`config.mk`:
```
export PLATFORM = sky130hd
export DESIGN_NAME = myspi_master_flat
export DESIGN_NICKNAME = d
export VERILOG_FILES = /design/src/rtl/myspi_pkg.sv /design/src/rtl/myspi_master_if.sv /design/src/rtl/myspi_clkgen.sv /design/src/rtl/myspi_master.sv /design/src/flat_wrapper.sv
export SDC_FILE = /design/constraint.sdc
export NUM_CORES = 1
export LEC_CHECK = 0
export BUFFER_PORTS_ARGS = -buffer_cell sky130_fd_sc_hd__clkbuf_2
export CAP_MARGIN = 20
export CORE_ASPECT_RATIO = 1.1
export CORE_MARGIN = 2
export CORE_UTILIZATION = 35
export CTS_CLUSTER_SIZE = 12
export DETAILED_ROUTE_END_ITERATION = 6
export GPL_TIMING_DRIVEN = 0
export PLACE_DENSITY_LB_ADDON = 0.12
export SYNTH_ARGS = -nofsm -noshare
export SYNTH_HDL_FRONTEND = slang
export SYNTH_SLANG_ARGS = --single-unit
```
`constraint.sdc`:
```
create_clock -name theClock -period 4.31 [get_ports theClock]
set_input_delay 0.6465 -clock theClock [delete_from_list [all_inputs] [get_ports theClock]]
set_output_delay 0.6465 -clock theClock [all_outputs]
set_load 0.01 [all_outputs]
```
`src/rtl/myspi_pkg.sv`:
```
// myspi_pkg: shared types and widths for the myspi_master SPI register master.
// The frame is {write flag, address, data}, sent MSB first.
package myspi_pkg;

   localparam int FRAME_W = 32;
   localparam int DATA_W  = 16;
   localparam int ADDR_W  = 15;
   localparam int WR_BIT  = 31;

   typedef enum logic [2:0] {
      ST_IDLE  = 3'd0,
      ST_SETUP = 3'd1,
      ST_SHIFT = 3'd2,
      ST_HOLD  = 3'd3,
      ST_GAP   = 3'd4
   } state_e;

   // Read frames carry zero in the data field regardless of the request's wdata.
   function automatic logic [FRAME_W-1:0] build_frame(input logic             wr,
                                                      input logic [ADDR_W-1:0] addr,
                                                      input logic [DATA_W-1:0] wdata);
      return {wr, addr, (wr ? wdata : {DATA_W{1'b0}})};
   endfunction

endpackage

```
`src/rtl/myspi_master_if.sv`:
```
// myspi_master_if: request/response bus of myspi_master.
// rsp_err exists only when MYSPI_MASTER_VERIFY_EN is defined.
interface myspi_master_if;
   import myspi_pkg::*;

   logic              req_valid;
   logic              req_ready;
   logic              req_write;
   logic [ADDR_W-1:0] req_addr;
   logic [DATA_W-1:0] req_wdata;
   logic              rsp_valid;
   logic [DATA_W-1:0] rsp_rdata;
`ifdef MYSPI_MASTER_VERIFY_EN
   logic              rsp_err;

   modport slave  (input  req_valid, req_write, req_addr, req_wdata,
                   output req_ready, rsp_valid, rsp_rdata, rsp_err);
   modport master (output req_valid, req_write, req_addr, req_wdata,
                   input  req_ready, rsp_valid, rsp_rdata, rsp_err);
`else
   modport slave  (input  req_valid, req_write, req_addr, req_wdata,
                   output req_ready, rsp_valid, rsp_rdata);
   modport master (output req_valid, req_write, req_addr, req_wdata,
                   input  req_ready, rsp_valid, rsp_rdata);
`endif

endinterface

```
`src/rtl/myspi_clkgen.sv`:
```
// myspi_clkgen: idle-low SCLK generator for myspi_master. rise_o/fall_o fire
// in the last cycle of a half-period, i.e. on the edge where SCLK changes.
module myspi_clkgen #(
   parameter int HALF_PERIOD = 8
) (
   input  logic theClock,
   input  logic theReset,
   input  logic en_i,
   output logic sclk_o,
   output logic rise_o,
   output logic fall_o
);

   logic [7:0] hcnt_q, hcnt_d;
   logic       sclk_q, sclk_d;
   logic       last_s;

   assign last_s = (hcnt_q == 8'(HALF_PERIOD - 1));
   assign rise_o = en_i && !sclk_q && last_s;
   assign fall_o = en_i &&  sclk_q && last_s;
   assign sclk_o = sclk_q;

   always_comb begin
      hcnt_d = hcnt_q;
      sclk_d = sclk_q;
      if (!en_i) begin
         hcnt_d = 8'd0;
         sclk_d = 1'b0;
      end else if (last_s) begin
         hcnt_d = 8'd0;
         sclk_d = !sclk_q;
      end else begin
         hcnt_d = hcnt_q + 8'd1;
      end
   end

   always_ff @(posedge theClock) begin
      if (theReset) begin
         hcnt_q <= 8'd0;
         sclk_q <= 1'b0;
      end else begin
         hcnt_q <= hcnt_d;
         sclk_q <= sclk_d;
      end
   end

endmodule

```
`src/rtl/myspi_master.sv`:
```
// myspi_master: 32-bit SPI register master (SCLK idle low, MSB first).
// Define MYSPI_MASTER_VERIFY_EN to add automatic write readback and rsp_err.
module myspi_master
   import myspi_pkg::*;
#(
   parameter int HALF_PERIOD = 8,
   parameter int CS_SETUP    = 4,
   parameter int CS_GAP      = 8
) (
   input  logic          theClock,
   input  logic          theReset,
   myspi_master_if.slave bus,
   output logic          Master_clk,
   output logic          Master_cs,
   output logic          Master_mosi,
   input  logic          Master_miso
);

   state_e             state_q, state_d;
   logic [7:0]         cnt_q, cnt_d;
   logic [4:0]         bit_q, bit_d;
   logic [FRAME_W-1:0] tx_q, tx_d;
   logic [DATA_W-1:0]  rx_q, rx_d;
   logic [DATA_W-1:0]  rdata_q, rdata_d;
   logic               cs_q, cs_d;
   logic               mosi_q, mosi_d;
   logic               ready_q, ready_d;
   logic               rsp_valid_q, rsp_valid_d;
   logic               accept_s, shift_en_s, rise_s, fall_s;
   logic [FRAME_W-1:0] frame_s;
`ifdef MYSPI_MASTER_VERIFY_EN
   logic               wr_q, wr_d;
   logic               pend_q, pend_d;
   logic               err_q, err_d;
   logic [ADDR_W-1:0]  addr_q, addr_d;
   logic [DATA_W-1:0]  wdata_q, wdata_d;
   logic [7:0]         gap_last_s;

   // The readback skips IDLE, so its gap is stretched by one cycle to match a fresh request.
   assign gap_last_s = pend_q ? 8'(CS_GAP) : 8'(CS_GAP - 1);
   assign bus.rsp_err = err_q;
`endif

   assign accept_s   = bus.req_valid && ready_q;
   assign frame_s    = build_frame(bus.req_write, bus.req_addr, bus.req_wdata);
   assign shift_en_s = (state_q == ST_SHIFT);

   myspi_clkgen #(.HALF_PERIOD(HALF_PERIOD)) u_clkgen (
      .theClock (theClock),
      .theReset (theReset),
      .en_i     (shift_en_s),
      .sclk_o   (Master_clk),
      .rise_o   (rise_s),
      .fall_o   (fall_s)
   );

   always_comb begin
      state_d     = state_q;
      cnt_d       = cnt_q;
      bit_d       = bit_q;
      tx_d        = tx_q;
      rx_d        = rx_q;
      rdata_d     = rdata_q;
      cs_d        = cs_q;
      mosi_d      = mosi_q;
      ready_d     = ready_q;
      rsp_valid_d = 1'b0;
`ifdef MYSPI_MASTER_VERIFY_EN
      wr_d    = wr_q;
      pend_d  = pend_q;
      err_d   = err_q;
      addr_d  = addr_q;
      wdata_d = wdata_q;
`endif
      case (state_q)
         ST_IDLE: begin
            if (accept_s) begin
               state_d = ST_SETUP;
               cs_d    = 1'b0;
               ready_d = 1'b0;
               cnt_d   = 8'd0;
               bit_d   = 5'd0;
               tx_d    = frame_s;
               mosi_d  = frame_s[WR_BIT];
`ifdef MYSPI_MASTER_VERIFY_EN
               wr_d    = bus.req_write;
               addr_d  = bus.req_addr;
               wdata_d = bus.req_wdata;
               pend_d  = 1'b0;
`endif
            end else begin
               cs_d   = 1'b1;
               mosi_d = 1'b0;
            end
         end
         ST_SETUP: begin
            if (cnt_q == 8'(CS_SETUP - 1)) begin
               state_d = ST_SHIFT;
               cnt_d   = 8'd0;
            end else begin
               cnt_d = cnt_q + 8'd1;
            end
         end
         ST_SHIFT: begin
            // Only bit counts 16..31 carry the 16 data bits of the response.
            if (rise_s && bit_q[4]) begin
               rx_d = {rx_q[DATA_W-2:0], Master_miso};
            end else begin
               rx_d = rx_q;
            end
            if (fall_s) begin
               if (bit_q == 5'd31) begin
                  state_d = ST_HOLD;
                  cnt_d   = 8'd0;
                  bit_d   = 5'd0;
                  mosi_d  = 1'b0;
               end else begin
                  bit_d  = bit_q + 5'd1;
                  tx_d   = tx_q << 5'd1;
                  mosi_d = tx_d[FRAME_W-1];
               end
            end else begin
               bit_d = bit_q;
            end
         end
         ST_HOLD: begin
            if (cnt_q == 8'(CS_SETUP - 1)) begin
               state_d = ST_GAP;
               cnt_d   = 8'd0;
               cs_d    = 1'b1;
`ifdef MYSPI_MASTER_VERIFY_EN
               if (wr_q) begin
                  pend_d = 1'b1;
               end else begin
                  rsp_valid_d = 1'b1;
                  rdata_d     = rx_q;
                  err_d       = pend_q && (rx_q != wdata_q);
                  pend_d      = 1'b0;
               end
`else
               rsp_valid_d = 1'b1;
               rdata_d     = rx_q;
`endif
            end else begin
               cnt_d = cnt_q + 8'd1;
            end
         end
         ST_GAP: begin
`ifdef MYSPI_MASTER_VERIFY_EN
            if (cnt_q == gap_last_s) begin
               cnt_d = 8'd0;
               if (pend_q) begin
                  state_d = ST_SETUP;
                  cs_d    = 1'b0;
                  wr_d    = 1'b0;
                  bit_d   = 5'd0;
                  tx_d    = build_frame(1'b0, addr_q, wdata_q);
                  mosi_d  = 1'b0;
               end else begin
                  state_d = ST_IDLE;
                  ready_d = 1'b1;
               end
            end else begin
               cnt_d = cnt_q + 8'd1;
            end
`else
            if (cnt_q == 8'(CS_GAP - 1)) begin
               cnt_d   = 8'd0;
               state_d = ST_IDLE;
               ready_d = 1'b1;
            end else begin
               cnt_d = cnt_q + 8'd1;
            end
`endif
         end
         default: begin
            state_d = ST_IDLE;
            cnt_d   = 8'd0;
            bit_d   = 5'd0;
            cs_d    = 1'b1;
            mosi_d  = 1'b0;
            ready_d = 1'b1;
         end
      endcase
   end

   always_ff @(posedge theClock) begin
      if (theReset) begin
         state_q     <= ST_IDLE;
         cnt_q       <= 8'd0;
         bit_q       <= 5'd0;
         tx_q        <= {FRAME_W{1'b0}};
         rx_q        <= {DATA_W{1'b0}};
         rdata_q     <= {DATA_W{1'b0}};
         cs_q        <= 1'b1;
         mosi_q      <= 1'b0;
         ready_q     <= 1'b1;
         rsp_valid_q <= 1'b0;
`ifdef MYSPI_MASTER_VERIFY_EN
         wr_q    <= 1'b0;
         pend_q  <= 1'b0;
         err_q   <= 1'b0;
         addr_q  <= {ADDR_W{1'b0}};
         wdata_q <= {DATA_W{1'b0}};
`endif
      end else begin
         state_q     <= state_d;
         cnt_q       <= cnt_d;
         bit_q       <= bit_d;
         tx_q        <= tx_d;
         rx_q        <= rx_d;
         rdata_q     <= rdata_d;
         cs_q        <= cs_d;
         mosi_q      <= mosi_d;
         ready_q     <= ready_d;
         rsp_valid_q <= rsp_valid_d;
`ifdef MYSPI_MASTER_VERIFY_EN
         wr_q    <= wr_d;
         pend_q  <= pend_d;
         err_q   <= err_d;
         addr_q  <= addr_d;
         wdata_q <= wdata_d;
`endif
      end
   end

   assign Master_cs     = cs_q;
   assign Master_mosi   = mosi_q;
   assign bus.req_ready = ready_q;
   assign bus.rsp_valid = rsp_valid_q;
   assign bus.rsp_rdata = rdata_q;

endmodule
```
`src/flat_wrapper.sv`:
```
// flat-port wrapper written by rule: the top's interface ports become plain ports
module myspi_master_flat import myspi_pkg::*;
#(
   parameter int HALF_PERIOD = 8,
   parameter int CS_SETUP    = 4,
   parameter int CS_GAP      = 8
)
  (theClock, theReset, Master_clk, Master_cs, Master_mosi, Master_miso, bus_req_valid, bus_req_write, bus_req_addr, bus_req_wdata, bus_req_ready, bus_rsp_valid, bus_rsp_rdata);
  myspi_master_if bus_i ();
  input  logic theClock;
  input  logic theReset;
  output logic Master_clk;
  output logic Master_cs;
  output logic Master_mosi;
  input  logic Master_miso;
  input wire logic [$bits(bus_i.req_valid)-1:0] bus_req_valid;
  input wire logic [$bits(bus_i.req_write)-1:0] bus_req_write;
  input wire logic [$bits(bus_i.req_addr)-1:0] bus_req_addr;
  input wire logic [$bits(bus_i.req_wdata)-1:0] bus_req_wdata;
  output wire logic [$bits(bus_i.req_ready)-1:0] bus_req_ready;
  output wire logic [$bits(bus_i.rsp_valid)-1:0] bus_rsp_valid;
  output wire logic [$bits(bus_i.rsp_rdata)-1:0] bus_rsp_rdata;
  assign bus_i.req_valid = bus_req_valid;
  assign bus_i.req_write = bus_req_write;
  assign bus_i.req_addr = bus_req_addr;
  assign bus_i.req_wdata = bus_req_wdata;
  assign bus_req_ready = bus_i.req_ready;
  assign bus_rsp_valid = bus_i.rsp_valid;
  assign bus_rsp_rdata = bus_i.rsp_rdata;
  myspi_master #(.HALF_PERIOD(HALF_PERIOD), .CS_SETUP(CS_SETUP), .CS_GAP(CS_GAP)) u_core (.theClock(theClock), .theReset(theReset), .bus(bus_i), .Master_clk(Master_clk), .Master_cs(Master_cs), .Master_mosi(Master_mosi), .Master_miso(Master_miso));
endmodule
```
==> metrics.yaml, run 1 <==
synthesis:
  seq_area_frac_synth_pct: 44.9
  yosysTopAreaCellShare_pct: 44.9
  synth_area_sq_um: 4100
  synth_ff_type: "dfxtp_1"
  async_flop_share_pct: 0
  synth.area.top_cells: "dfxtp_1, mux2i_1, a311oi_1, nand2_1, a21oi_1"
  synth-edff-count: 0
  ys.warnings.count: 0
  synth.distinct_cells: 57
  syn-num-nets: 505
  yosys_register_bits: 92
  synth_commonest_cells: "dfxtp_1, nand2_1, nor2_1"
  syn_area_per_cell_sq_um: 8.84
  yosysTopAreaCell: "dfxtp_1"
  synthCells: 464
  yosysMostFrequentCell: "dfxtp_1"
route:
  ant_nets: 0
  drtIter0Drc: 174
  drt_wl_total_um: 10100
  wire_per_inst_um: 14.7
  viasPerCell: 5.18
  dr.pass1.iters: 4
  vias: 3541
  drc: 0
final_layout:
  area_growth_syn_to_layout_pct: 18.3
  fin_nets: 570
  antenna_cells: 0
  utilization_pct: 42.4
  final_layout_size_suffix_gt1_share_pct: 16.9
  final_area_sq_um: 4850
  fillerInstances: 1191
timing:
  finalSetupViolCount: 0
  timing.final.hold_violations: 0
  tightest_slew_ns: 0.733
  max_slew_margin_pct: 50.9
  report.final.slew_viol_count: 0
  rsz0062_at_grt: "false"
  fin_crit_sh_pct: 53.9
  clock.fmax_ghz: 0.431
  skew_ns: 0.00576
  tns_ns: 0
  period_needed_ns: 2.32
clock_tree:
  clock_latency_ns: 0.34
  hold_buffers: 0
  ctsResizeCount: 0
  cts.path.max_buffers: 2
  clkTransAtPathRegs_ns: 0.07
  h-tree-depth: 3
  cts_tree: "done"
  root_buffer: "clkbuf_16"
  postCtsSetupBuffers: 0
  cts_buffers: 9
  clock-sinks: 92
pwr:
  p_leak_nw: 1.92
  ir_drop_mv: 0.197
  powerDensity_nw_per_um2: 380
global_routing:
  grt.overflow.total: 0
  grt_max_degree: 16
  grt_util_all_layers_pct: 16.8
  grt_pass1_wl_um: 17200
  grt_pass1_vias: 3520
  antenna_found_initial: 0
setup_path:
  crit_type: "flip-flop to flip-flop"
  cp-start-kind: "flip-flop"
  endpoint_kind: "flip-flop"
  arrival_ns: 2.57
  required_ns: 4.56
  cp_max_fo: 10
floorplanning:
  start_util_pct: 35.9
  die_y_um: 118
  die_area_sq_um: 12600
  fp-row-count: 41
  fp.coreArea_sq_um: 11400
  die_width_um: 107
  io_pins: 57
run_status:
  status: "completed"
placed_design:
  port_buffers: 54
  dp_hpwl_um: 7190
  gp_congestion: 0.827
  placed_area_sq_um: 4560
job:
  maxCapViolations: 0
worst_hold_path:
  hold_class: "flip-flop to flip-flop"
==> logic make-up after synthesis <==
| group | count (synthesis) | synth area share (%) |
|---|---|---|
| compound gates | 108 | 18.3 |
| flops | 92 | 44.9 |
| xor+xnor | 9 | 1.92 |
| fa+ha+maj | 5 | 1.52 |
| mux | 33 | 8.08 |
| buf+inv | 41 | 4.70 |
| simple gates | 176 | 20.6 |
==> worst max-delay path, stage by stage, from the launching register on <==
cell and delay, ns:
dfxtp_1 0.35, ha_1 0.23, and4bb_1 0.32, a31o_2 0.18, clkbuf_1 0.31, clkbuf_1 0.43
a21oi_1 0.13, a311oi_1 0.28
==> final timing paths <==
path / depth (start not counted) / endpoint / start / slack (ns)
hold reg to reg: 1 / u_core.u_clkgen.hcnt_q[0]$_SDFF_PP0_ / u_core.u_clkgen.hcnt_q[0]$_SDFF_PP0_ / 0.45
setup / recovery: 7 / u_core.tx_q[7]$_SDFFE_PP0P_ / u_core.u_clkgen.hcnt_q[0]$_SDFF_PP0_ / 1.99
hold / removal: 1 / u_core.u_clkgen.hcnt_q[0]$_SDFF_PP0_ / u_core.u_clkgen.hcnt_q[0]$_SDFF_PP0_ / 0.45
setup reg to reg: 7 / u_core.tx_q[7]$_SDFFE_PP0P_ / u_core.u_clkgen.hcnt_q[0]$_SDFF_PP0_ / 1.99
==> report_power, final <==
part           switching [W]  internal [W]
clock network       0.000334      0.000450
registers          0.0000188      0.000885
logic              0.0000952     0.0000635
==> state kept, by name, indices dropped and copies added, names as in the netlist <==
name	flops
u_core.u_clkgen.hcnt_q	8
u_core.bit_q	5
u_core.bus.rsp_valid	1
u_core.state_q	3
u_core.Master_cs	1
u_core.bus.req_ready	1
u_core.tx_q	31
u_core.rx_q	16
u_core.cnt_q	8
u_core.bus.rsp_rdata	16
u_core.u_clkgen.sclk_o	1
u_core.Master_mosi	1
==> stage by stage <==
step | total power (W) | setup WS (ns) | std cells | hold slack, ns
floorplan | 0.00103 | 2.42 | 464 | 0.413
global placement | 0.00108 | 1.99 | 668 | 0.434
detailed placement | 0.00108 | 2.00 | 668 | 0.437
CTS | 0.00187 | 1.98 | 684 | 0.450
global route | 0.00193 | 1.71 | 684 | 0.463
finish | 0.00185 | 1.99 | 684 | 0.447
==> per-layer routing <==
metal  part of all wire (%)  track usage (%)  vias to the layer above
li1                       -                -                     1825
met1                     48             22.3                     1625
met2                     46             26.7                       77
met3                    4.2             2.44                       14
met4                    2.2             7.71                        0
met5                      0                0                        -
==> layout make-up <==
class	instances	area, sq um	area share, %
Sequential cell	92	1840	37.9
Clock inverter	6	63.8	1.31
Inverter	4	15.0	0.309
Multi-Input combinational cell	331	2070	42.6
Buffer	37	178	3.66
Clock buffer	10	229	4.72
Tap cell	150	188	3.87
Timing Repair Buffer	54	270	5.57
==> cells in the final DEF, fill, tap and decap left out, types with 4 or more instances in the layout <==
master	instances
nand3_1	28
nand4_1	5
clkbuf_1	23
buf_2	9
ha_1	5
and3_1	8
clkbuf_2	54
nor3_1	9
inv_1	4
a311oi_1	30
mux2i_1	32
a21oi_1	37
o21ai_0	10
o211ai_1	6
clkbuf_16	9
dfxtp_1	92
or4_1	4
nand2_1	56
xor2_1	6
nor2_1	47
(Power assumes the default switching activity.)
==> run 2, diff against run 1 <==
- clock period: 4.31 -> 2 ns (I/O delays scaled with it)
==> run 2 against run 1 <==
Clock-buffer cell count unchanged. First-iteration DRC count grew 12%. Wire length grew 1.3%. Critical path type unchanged.
==> metrics.yaml, run 2 (same netlist as run 1, synthesis figures left out) <==
run_status:
  status: "completed"
setup_path:
  cp-start-kind: "flip-flop"
  crit_type: "flip-flop to flip-flop"
  cp.buffers_inverters: 1
  endpoint_kind: "flip-flop"
  cp_max_fo: 10
  required_ns: 2.21
  arrival_ns: 2.10
  slowest_stage: "dfxtp_1"
  critPathMaxStageDelay_ns: 0.34
  cp_common_cell: "ha_1"
  rrSetupSlack_ns: 0.11
  path_cells: "ha_1 -> and3_1 -> ha_1 -> o22ai_4 -> and2_4 -> clkbuf_4 -> a311oi_1"
  path_delay_family: "adder cells"
global_routing:
  antenna_found_initial: 0
  grt_max_degree: 16
  grt_pass1_vias: 3548
  grt_pass1_wl_um: 17300
  grt.overflow.total: 0
  grt_util_all_layers_pct: 16.9
route:
  ant_nets: 0
  drtIter0Drc: 195
  vias: 3594
  drt_wl_total_um: 10200
  dr.pass1.iters: 4
  wire_per_inst_um: 14.8
  viasPerCell: 5.22
  drc: 0
pwr:
  p_leak_nw: 2.00
  finalPower_w: 0.00401
  powerDensity_nw_per_um2: 794
  ir_drop_mv: 0.426
final_layout:
  largest_register_ffs: 31
  antenna_cells: 0
  top_register: "u_core.tx_q"
  fin_nets: 574
  register_area_sq_um: 1850
  final_common_cell: "dfxtp_1"
  final_layout_size_suffix_gt1_share_pct: 22.1
  multi_input_area_sq_um: 2150
  layout_common_cells: "dfxtp_1, clkbuf_2, nand2_1"
  fillerInstances: 1165
  area_growth_syn_to_layout_pct: 22.9
timing:
  fin_ws_ns: 0.107
  skew_ns: 0.00543
  report.final.slew_viol_count: 0
  max_slew_margin_pct: 61.2
  rsz0062_at_grt: "false"
  fin_crit_sh_pct: 94.6
  period_needed_ns: 1.89
  finalSetupViolCount: 0
  clock.fmax_ghz: 0.528
  timing.final.hold_violations: 0
  tightest_slew_ns: 0.582
placed_design:
  dp_hpwl_um: 7190
  port_buffers: 54
  gp_congestion: 0.827
  post-place-ws_ns: -0.315
clock_tree:
  h-tree-depth: 3
  clkTransAtPathRegs_ns: 0.06
  cts_buffers: 9
  cts_tree: "done"
  clock-sinks: 92
  cts.path.max_buffers: 2
  clock_latency_ns: 0.34
  root_buffer: "clkbuf_16"
job:
  maxCapViolations: 0
floorplanning:
  start_util_pct: 35.9
  fp-row-count: 41
  die_area_sq_um: 12600
  fp.coreArea_sq_um: 11400
  io_pins: 57
  die_width_um: 107
  die_y_um: 118
worst_hold_path:
  hold_class: "primary input to flip-flop"
run 2: changes by cell type in the layout (fill, tap and decap cells not counted), moves of 2 or more:
cell / delta
buf_6: +4
clkbuf_1: -11
clkbuf_2: +5
buf_4: +7
nand3_2: +2
nand3_1: -2
clkbuf_4: +3
buf_2: -4
run 2: repair_timing:
action	CTS	global route
endpoints found under the setup margin	60	59
hold buffers	0	0
pin swaps	1	3
setup buffers	4	2
gates resized for setup	9	49
endpoints found under the hold margin	0	0
run 2: area by class of cell:
cell class              instances  area share (%)
flip-flops and latches         92            36.6
well taps                     150            3.72
clock buffers                  10            4.54
plain buffers                  35            4.37
inverters                       4           0.298
repair buffers                 60            6.50
multi-input cells             331            42.7
clock inverters                 6            1.27
run 2: final timing paths:
| path | startpoint | endpoint | depth (start not counted) |
|---|---|---|---|
| worst min register to register | u_core.u_clkgen.hcnt_q[0]$_SDFF_PP0_ | u_core.u_clkgen.hcnt_q[0]$_SDFF_PP0_ | 1 |
| worst max register to register | u_core.bit_q[0]$_SDFFE_PP0P_ | u_core.tx_q[19]$_SDFFE_PP0P_ | 7 |
| worst max-delay path | u_core.bit_q[0]$_SDFFE_PP0P_ | u_core.tx_q[19]$_SDFFE_PP0P_ | 7 |
| worst min-delay path | Master_miso | u_core.rx_q[0]$_SDFFE_PP0P_ | 3 |
run 2: power by group:
part	switching (W)	leakage, nW	internal [W]	total [W]
Clock	0.000720	0.139	0.000969	0.00169
Sequential	0.0000409	0.749	0.00191	0.00195
Combinational	0.000213	1.12	0.000157	0.000370
Total	0.000974	2.00	0.00303	0.00401
run 2: stage by stage:
stage | hold WS [ns] | utilization, % | setup TNS (ns) | std cells | instance area [sq um]
CTS | 0.192 | 43.0 | 0 | 687 | 4920
detailed placement | 0.437 | 39.9 | -10.42 | 668 | 4560
global placement | 0.434 | 39.9 | -10.40 | 668 | 4560
floorplan | 0.413 | - | 0 | 464 | 4100
finish | 0.199 | 44.1 | 0 | 688 | 5040
global route | 0.222 | 44.1 | 0 | 688 | 5040
run 2: per-layer routing:
metal | vias up | global-route usage, % | part of all wire (%)
met3 | 13 | 2.44 | 3.8
met5 | - | 0 | 0
met4 | 0 | 7.71 | 2.0
met2 | 69 | 26.9 | 47
met1 | 1682 | 22.5 | 48
li1 | 1830 | - | -
run 2: tightest hold or removal path: cells and delay by family:
family	cells	cell delay, ns
buffers and inverters	1	0.08
muxes	1	0.05
and+or+nand+nor	1	0.07
==> run 3, diff against run 2 <==
- CELL_PAD_IN_SITES_DETAIL_PLACEMENT: default -> 0
- CELL_PAD_IN_SITES_GLOBAL_PLACEMENT: default -> 2
- CORE_UTILIZATION: 35 -> 31
==> run 3 against run 2 <==
Utilization decreased by 5.3 points. Global-route usage decreased by 1.2 points. Clock skew rose by 0.0018 ns. Largest power group unchanged. Critical path type unchanged. Largest cell class unchanged.
==> metrics.yaml, run 3 (same netlist as run 1, synthesis figures left out) <==
timing:
  max_slew_margin_pct: 60.2
  tns_ns: 0
  fin_crit_sh_pct: 94.8
  rsz0062_at_grt: "true"
  clock.fmax_ghz: 0.527
  period_needed_ns: 1.90
  finalSetupViolCount: 0
  timing.final.hold_violations: 0
  tightest_slew_ns: 0.598
  report.final.slew_viol_count: 0
  skew_ns: 0.00724
route:
  ant_nets: 0
  vias: 3622
  viasPerCell: 5.19
  drtIter0Drc: 193
  wire_per_inst_um: 15.5
  drt_wl_total_um: 10800
  dr.pass1.iters: 4
  drc: 0
clock_tree:
  clock-sinks: 92
  root_buffer: "clkbuf_16"
  cts.path.max_buffers: 2
  cts_tree: "done"
  clkTransAtPathRegs_ns: 0.07
  h-tree-depth: 3
  cts_buffers: 9
  clock_latency_ns: 0.34
  hold_buffers: 0
setup_path:
  path_cells: "ha_2 -> and4bb_2 -> a31o_2 -> clkbuf_4 -> a21oi_1 -> a311oi_1"
  path_delay_family: "compound AO/OA/AOI/OAI gates"
  slowest_stage: "dfxtp_1"
  cp.buffers_inverters: 1
  rrSetupSlack_ns: 0.10
  r2r_end: "u_core.tx_q[25]$_SDFFE_PP0P_"
  endpoint_kind: "flip-flop"
  r2r_cells: 6
  crit_start: "u_core.u_clkgen.hcnt_q[0]$_SDFF_PP0_"
  cp_max_fo: 10
  arrival_ns: 2.15
  crit_type: "flip-flop to flip-flop"
  required_ns: 2.25
  critPathMaxStageDelay_ns: 0.35
  timing.rr.start: "u_core.u_clkgen.hcnt_q[0]$_SDFF_PP0_"
  cp-start-kind: "flip-flop"
worst_hold_path:
  timing.hold.worst.start: "bus_req_addr[7]"
  holdPathEnd: "u_core.tx_q[23]$_SDFFE_PP0P_"
  min_path_cells: 3
  hold_class: "primary input to flip-flop"
final_layout:
  final_common_cell: "dfxtp_1"
  antenna_cells: 0
  final_area_sq_um: 5060
  top_register: "u_core.tx_q"
  largest_register_ffs: 31
  instances_no_fill: 698
  final_layout_size_suffix_gt1_share_pct: 22.0
  area_growth_syn_to_layout_pct: 23.3
  layout_common_cells: "dfxtp_1, clkbuf_2, nand2_1"
  fin_nets: 574
global_routing:
  grt_pass1_wl_um: 17800
  grt_pass1_vias: 3512
  antenna_found_initial: 0
  grt_max_degree: 18
  grt_util_all_layers_pct: 15.7
  grt.overflow.total: 0
floorplanning:
  io_pins: 57
  die_area_sq_um: 14200
  start_util_pct: 31.4
  die_y_um: 125
  die_width_um: 114
  fp.coreArea_sq_um: 13000
  fp-row-count: 44
run_status:
  status: "completed"
pwr:
  powerDensity_nw_per_um2: 808
  p_leak_nw: 2.00
  ir_drop_mv: 0.386
placed_design:
  dp_hpwl_um: 7640
  gp_congestion: 0.746
  placed_cells: 679
  placed_area_sq_um: 4570
  port_buffers: 54
job:
  maxCapViolations: 0
run 3: cell types whose count changed in the layout (fill, tap and decap cells not counted), moves of 2 or more:
| cell | change |
|---|---|
| buf_6 | -2 |
| clkbuf_4 | +2 |
| clkinv_2 | -2 |
| clkinv_4 | +2 |
| clkinvlp_4 | -2 |
| inv_8 | +3 |
run 3: final cells by class:
type | instances | area [sq um]
timing repair buffer | 60 | 343
clock inverter | 6 | 81.3
fill | 1364 | 7990
tap | 161 | 201
clock buffer | 9 | 225
buffer | 35 | 214
sequential | 92 | 1840
multi-input combinational | 331 | 2130
inverter | 4 | 15.0
run 3: how the worst max path moves through the flow:
stage                                                        to  cells past startpoint  slack (ns)
after global placement             u_core.tx_q[21]$_SDFFE_PP0P_                      7       -0.32
after detailed placement           u_core.tx_q[11]$_SDFFE_PP0P_                      7       -0.32
final                              u_core.tx_q[25]$_SDFFE_PP0P_                      6        0.10
after floorplan           u_core.bus.rsp_rdata[10]$_SDFFE_PP0P_                      7        0.11
after CTS                  u_core.bus.rsp_rdata[0]$_SDFFE_PP0P_                      7       0.001
after global routing               u_core.tx_q[10]$_SDFFE_PP0P_                      7       -0.06
run 3: per-layer routing:
metal / wire, um / share of wire (%) / up-vias / GRT usage, %
met2: 5100 / 47 / 66 / 25.6
li1: - / - / 1831 / -
met3: 371 / 3.4 / 15 / 2.68
met5: 0 / 0 / - / 0
met1: 5160 / 48 / 1710 / 20.7
met4: 198 / 1.8 / 0 / 6.17
run 3: worst register-to-register path, stage by stage, from the launching register on:
cell and delay (ns):
dfxtp_1 0.35, ha_2 0.22, and4bb_2 0.33, a31o_2 0.31, clkbuf_4 0.26, a21oi_1 0.09, a311oi_1 0.25
run 3: metrics by stage:
stage / utilization, % / hold WS, ns / worst slack (ns) / total power [W]
floorplan: - / 0.413 / 0.112 / 0.00221
CTS: 38.0 / 0.196 / 0.00120 / 0.00413
global placement: 35.1 / 0.426 / -0.320 / 0.00234
global route: 38.8 / 0.209 / -0.0596 / 0.00428
detailed placement: 35.1 / 0.431 / -0.315 / 0.00234
finish: 38.8 / 0.205 / 0.104 / 0.00409
run 3: what timing repair did:
item	CTS	global route
resized for setup	14	34
buffers inserted	3	1
setup endpoints to repair	68	65
cloned	0	2
pin swaps	1	1
run 3: report_power, final:
part	internal [W]	switching, W	leakage [nW]
logic	0.000154	0.000216	1.10
clock network	0.000993	0.000773	0.151
registers	0.00191	0.0000434	0.748
total	0.00305	0.00103	2.00
